**src/rtl/uart_pkg.sv**
```systemverilog
`timescale 1ns/1ps
// -----------------------------------------------------------------------------
// uart_pkg
// Shared definitions for the UART transmitter and receiver.
//   tx_state_e          : transmitter FSM state encoding
//   DEFAULT_OVERSAMPLE  : BRclk cycles per serial bit (shared with the receiver)
//   MAX_DATA_BITS       : widest supported data field
//   parity(data, odd)   : even parity of data, inverted when odd=1
// -----------------------------------------------------------------------------
package uart_pkg;

  localparam int DEFAULT_OVERSAMPLE = 16;
  localparam int MAX_DATA_BITS      = 8;

  typedef enum logic [2:0] {
    IDLE   = 3'd0,
    START  = 3'd1,
    DATA   = 3'd2,
    PARITY = 3'd3,
    STOP   = 3'd4
  } tx_state_e;

  // Unused upper bits must be zero so they do not disturb the XOR.
  function automatic logic parity(input logic [MAX_DATA_BITS-1:0] data,
                                  input logic                     odd);
    return (^data) ^ odd;
  endfunction

endpackage

```
**src/rtl/uart_transmitter.sv**
```systemverilog
`timescale 1ns/1ps
// -----------------------------------------------------------------------------
// uart_transmitter
// Double-buffered serial UART transmitter on the 16x oversample clock BRclk.
// A byte written through the TX_EN/TX_STATUS handshake lands in a holding
// register, moves into the shifter when the line is free, and is sent as
// start bit, DATA_BITS data bits LSB-first, optional parity, stop bit(s).
//
// Ports
//   BRclk     in   oversample clock, everything on posedge
//   rst_n     in   asynchronous active-low reset
//   TX_DATA   in   byte to send, sampled only on an accepted write
//   TX_EN     in   write strobe
//   TX_STATUS out  ready: holding register empty
//   TX_BUSY   out  a frame is on the line or a byte is pending
//   UART_TX   out  serial line, idles high, registered
//   dbg_state out  current FSM state (observation only)
//
// Handshake: TX_EN is the valid, TX_STATUS is the ready. A transfer happens on
// exactly the BRclk edge where both are 1; TX_DATA is captured on that edge.
// TX_EN while TX_STATUS=0 has no effect at all. TX_STATUS only drops as the
// result of a transfer and only rises when the held byte moves to the shifter.
// -----------------------------------------------------------------------------
module uart_transmitter
  import uart_pkg::*;
#(
  parameter int OVERSAMPLE = DEFAULT_OVERSAMPLE,
  parameter int DATA_BITS  = 8,
  parameter int STOP_BITS  = 1,
  parameter int PARITY_EN  = 0,
  parameter int PARITY_ODD = 0
) (
  input  logic                 BRclk,
  input  logic                 rst_n,
  input  logic [DATA_BITS-1:0] TX_DATA,
  input  logic                 TX_EN,
  output logic                 TX_STATUS,
  output logic                 TX_BUSY,
  output logic                 UART_TX,
  output tx_state_e            dbg_state
);

  localparam int TICK_W = $clog2(OVERSAMPLE);
  localparam int BIT_W  = $clog2((DATA_BITS > STOP_BITS) ? DATA_BITS : STOP_BITS);

  localparam logic [TICK_W-1:0] TICK_LAST = TICK_W'(OVERSAMPLE - 1);
  localparam logic [BIT_W-1:0]  DATA_LAST = BIT_W'(DATA_BITS - 1);
  localparam logic [BIT_W-1:0]  STOP_LAST = BIT_W'(STOP_BITS - 1);
  localparam logic              ODD_SEL   = (PARITY_ODD != 0);

  tx_state_e            state;
  logic [TICK_W-1:0]    tick;
  logic [BIT_W-1:0]     bit_cnt;
  logic [DATA_BITS-1:0] shifter;
  logic                 par_bit;
  logic [DATA_BITS-1:0] hold_reg;
  logic                 hold_valid;
  logic                 accept;

  // TX_STATUS is kept equal to !hold_valid, so accept can never coincide
  // with a hold-to-shifter transfer.
  assign accept    = TX_EN && TX_STATUS;
  assign dbg_state = state;

  always_ff @(posedge BRclk or negedge rst_n) begin
    if (!rst_n) begin
      state      <= IDLE;
      tick       <= '0;
      bit_cnt    <= '0;
      shifter    <= '0;
      par_bit    <= 1'b0;
      hold_reg   <= '0;
      hold_valid <= 1'b0;
      UART_TX    <= 1'b1;
      TX_STATUS  <= 1'b1;
      TX_BUSY    <= 1'b0;
    end else begin
      // Busy in every state except a quiet IDLE; the two places that can
      // fall idle override this below.
      TX_BUSY <= 1'b1;

      if (accept) begin
        hold_reg   <= TX_DATA;
        hold_valid <= 1'b1;
        TX_STATUS  <= 1'b0;
      end

      case (state)
        IDLE: begin
          UART_TX <= 1'b1;
          if (hold_valid) begin
            shifter    <= hold_reg;
            par_bit    <= parity(MAX_DATA_BITS'(hold_reg), ODD_SEL);
            hold_valid <= 1'b0;
            TX_STATUS  <= 1'b1;
            tick       <= '0;
            bit_cnt    <= '0;
            state      <= START;
            UART_TX    <= 1'b0;
          end else begin
            TX_BUSY <= accept;
          end
        end

        START: begin
          if (tick == TICK_LAST) begin
            tick    <= '0;
            bit_cnt <= '0;
            state   <= DATA;
            UART_TX <= shifter[0];
          end else begin
            tick <= tick + 1'b1;
          end
        end

        DATA: begin
          if (tick == TICK_LAST) begin
            tick <= '0;
            if (bit_cnt == DATA_LAST) begin
              bit_cnt <= '0;
              if (PARITY_EN != 0) begin
                state   <= PARITY;
                UART_TX <= par_bit;
              end else begin
                state   <= STOP;
                UART_TX <= 1'b1;
              end
            end else begin
              bit_cnt <= bit_cnt + 1'b1;
              shifter <= shifter >> 1;
              // The line register must already show the bit that becomes
              // shifter[0] after this shift.
              UART_TX <= shifter[1];
            end
          end else begin
            tick <= tick + 1'b1;
          end
        end

        PARITY: begin
          if (tick == TICK_LAST) begin
            tick    <= '0;
            bit_cnt <= '0;
            state   <= STOP;
            UART_TX <= 1'b1;
          end else begin
            tick <= tick + 1'b1;
          end
        end

        STOP: begin
          if (tick == TICK_LAST) begin
            tick <= '0;
            if (bit_cnt == STOP_LAST) begin
              bit_cnt <= '0;
              if (hold_valid) begin
                // Back-to-back: next start bit follows the last stop cycle
                // with no idle cycle in between.
                shifter    <= hold_reg;
                par_bit    <= parity(MAX_DATA_BITS'(hold_reg), ODD_SEL);
                hold_valid <= 1'b0;
                TX_STATUS  <= 1'b1;
                state      <= START;
                UART_TX    <= 1'b0;
              end else begin
                state   <= IDLE;
                UART_TX <= 1'b1;
                TX_BUSY <= accept;
              end
            end else begin
              bit_cnt <= bit_cnt + 1'b1;
            end
          end else begin
            tick <= tick + 1'b1;
          end
        end

        default: begin
          state   <= IDLE;
          tick    <= '0;
          bit_cnt <= '0;
          UART_TX <= 1'b1;
        end
      endcase
    end
  end

endmodule

```
**config.mk**
```make
export PLATFORM = sky130hd
export DESIGN_NAME = uart_transmitter
export DESIGN_NICKNAME = d
export VERILOG_FILES = /design/src/rtl/uart_pkg.sv /design/src/rtl/uart_transmitter.sv
export SDC_FILE = /design/constraint.sdc
export NUM_CORES = 1
export LEC_CHECK = 0
export CORE_ASPECT_RATIO = 1.25
export CORE_MARGIN = 3
export CORE_UTILIZATION = 60
export CTS_BUF_LIST = sky130_fd_sc_hd__clkbuf_4
export DETAILED_ROUTE_END_ITERATION = 8
export GPL_ROUTABILITY_DRIVEN = 1
export GPL_TIMING_DRIVEN = 0
export PLACE_DENSITY_LB_ADDON = 0.05
export SYNTH_ARGS = -nofsm -noshare
export SYNTH_HDL_FRONTEND = slang
export SYNTH_SLANG_ARGS = --single-unit
```
**constraint.sdc**
```tcl
create_clock -name BRclk -period 2.9 [get_ports BRclk]
set_input_delay 0.58 -clock BRclk [delete_from_list [all_inputs] [get_ports BRclk]]
set_output_delay 0.58 -clock BRclk [all_outputs]
set_load 0.02 [all_outputs]
```
==> run summary <==
Critical Path Source - TX_STATUS
Hold Fails Final Rpt - 0
Via density - 5.82
Critical path class - register to primary output
Final clock skew - 0.0153 ns
Vias - 1123
Critical path's slowest cell - clkdlybuf4s50_1
P&R area growth vs syn - 17.9%
Fmax - 0.477 GHz
Max cap viols - 0
Setup Fix Bufs, Post-CTS - 0
Post-synthesis sequential area ratio - 0.488
Fraction of registers with async set or reset after synthesis - 1.00
Largest net degree at the start of global routing - 31
Fin util - 0.781
Top delay family on crit path - buffers and inverters
Core ar. - 2330 µm²
R2r endpoint - shifter[5]
Share of layout cells above drive strength 1 - 0.247
Vias in the first global route - 1148
Slew Limit Fails - 0
FP Rows - 19
Reg2Reg Launch Point - bit_cnt[0]
IO Port Bufs - 16
Top Ports - 17
DR WL/cell - 15.5 µm
Power Density - 1040 nW/µm²
RSZ-0062 raised after global routing - no
DR pass1 iterations - 4
Crit-path cells - clkdlybuf4s50_1
Starting DRT DRC Count - 27
Starting Density - 0.663
Total negative slack - 0 ns
Total GRT Usage - 0.215
Minimum clock period - 2.10 ns
Dpl hpwl - 2.11 mm
Slew @ Worst Pin - 0.666 ns
Post-Syn Instances - 138
Worst Setup End Kind - primary output
Crit path buf inv count - 1
Worst path required time - 2.32 ns
Initial antenna violation count - 0
Most frequent cell after synthesis - dfrtp_1
Num CTS Buffers - 5
Nets - 177
Crit path depth - 1
Critical path startpoint category - register
Yosys top cell area share - 0.454
Clock H-tree levels - 2
Global-route wire length before repair - 5.17 mm
Commonest cells post-synth - dfrtp_1 (28), mux2_2 (24), o21ai_0 (9), a21oi_1 (8), nor2_1 (7)
Crit-path max FO - 4
Mapped cell area - 1540 µm²
Leak pwr - 0.771 nW
Yosys warning total - 0
Die area - 3220 µm²
CP peak stage delay - 0.61 ns
Ys flop type - dfrtp_1
Net Count, Synth - 154
Post-Syn Area per Cell - 11.2 µm²
DRC - 0
Outcome - finished clean
Post-Route WL - 2.98 mm
Final GP Congestion - 0.829
Clock tree root driver cell - clkbuf_4
Final antenna-violating net count - 0
CTS tree - done
Number of setup violations in the final report - 0
Synth Register Bits - 30
Die Width - 51.4 µm
Relative slew slack - 0.554
Largest cells by area after synthesis - dfrtp_1 (45%), mux2_2 (18%), ha_1 (4.1%)
Worst R2R Setup Slack - 0.88 ns
Largest area contributor in the netlist - dfrtp_1
CTS resizes - 0
CTS clk-pin slew, worst paths - 0.11 ns
Reg2Reg Depth - 6
Post-synth EDFFs - 0
Tcrit/Tclk final - 0.723
Peak supply drop - 775 µV
CTS Hold Buffers Added - 0
CTS max path bufs - 2
Worst hold path class - input port to async pin
Die height - 62.7 µm
Gr ovfl total - 0
Synth cell types - 37
Critical Path AT - 1.52 ns
Antenna cells - 0
Worst skew pair latency - 0.34 ns
Critical Path Sink - TX_STATUS
Sink Count - 30
-- logic make-up (layout without fill, tap and decap cells) --
kind of cell | Yosys count | count (layout) | share of synthesized area
XOR/XNOR | 1 | 1 | 0.00567
AND/OR/NAND/NOR | 37 | 37 | 0.136
multiplexers | 25 | 25 | 0.182
adder cells (fa/ha/maj) | 5 | 5 | 0.0405
flip-flops | 30 | 30 | 0.488
AO/OA/AOI/OAI | 29 | 29 | 0.119
buffers and inverters | 11 | 35 | 0.0292
-- where the power goes --
group / internal (W) / switching, W / leakage (nW) / total, W
Sequential: 0.000614 / 0.000119 / 0.360 / 0.000733
Clock: 0.000191 / 0.000154 / 0.0419 / 0.000345
Combinational: 0.000416 / 0.000392 / 0.369 / 0.000808
-- worst min path at each step --
stage,slack [ns],cells after the start,endpoint
global placement,0.48,1,shifter[6]
CTS,0.51,1,hold_reg[2]
detailed placement,0.49,1,shifter[7]
floorplan,0.28,0,TX_BUSY
finish,0.25,1,tick[1]
global route,0.26,1,tick[2]
-- stage by stage --
stage               total power, W  setup WS, ns  hold slack [ns]  cell area, µm²  std cells
floorplan                  0.00132          1.03            0.284            1540        138
global placement           0.00150         0.796            0.481            1740        185
detailed placement         0.00155         0.743            0.487            1740        185
CTS                        0.00190         0.786            0.514            1830        193
global route               0.00202         0.738            0.263            1820        193
finish                     0.00189         0.803            0.247            1820        193
-- placed cells by master (no fill, tap or decap), types with 2 or more instances in the layout --
master            n
dfrtp_1          28
dfstp_2           2
a21oi_1           8
inv_1             5
o21ai_0           9
ha_1              5
a22o_1            2
clkbuf_4          6
nor3_1            3
mux2_2           24
nand3_1           4
o21a_1            2
nor2b_1           3
nand2_1           6
clkbuf_1          4
a31oi_1           2
clkdlybuf4s50_1  15
nor3b_1           3
nor2_1            7
nand2b_1          2
-- layer usage --
layer  GRT usage  routed length, µm
met3      0.0716                110
met5           0                  0
met1       0.243               1190
met2       0.371               1650
met4      0.0689                 31
-- cell type report --
type                       instances  area (µm²)
buffer                             6        26.3
tap                               31        38.8
clock buffer                       6        45.0
clock inverter                     2        37.5
timing repair buffer              16         155
inverter                           5        18.8
sequential                        30         753
multi-input combinational         97         746
fill                             178         509
Note: power is estimated with default switching activity, not from simulation.
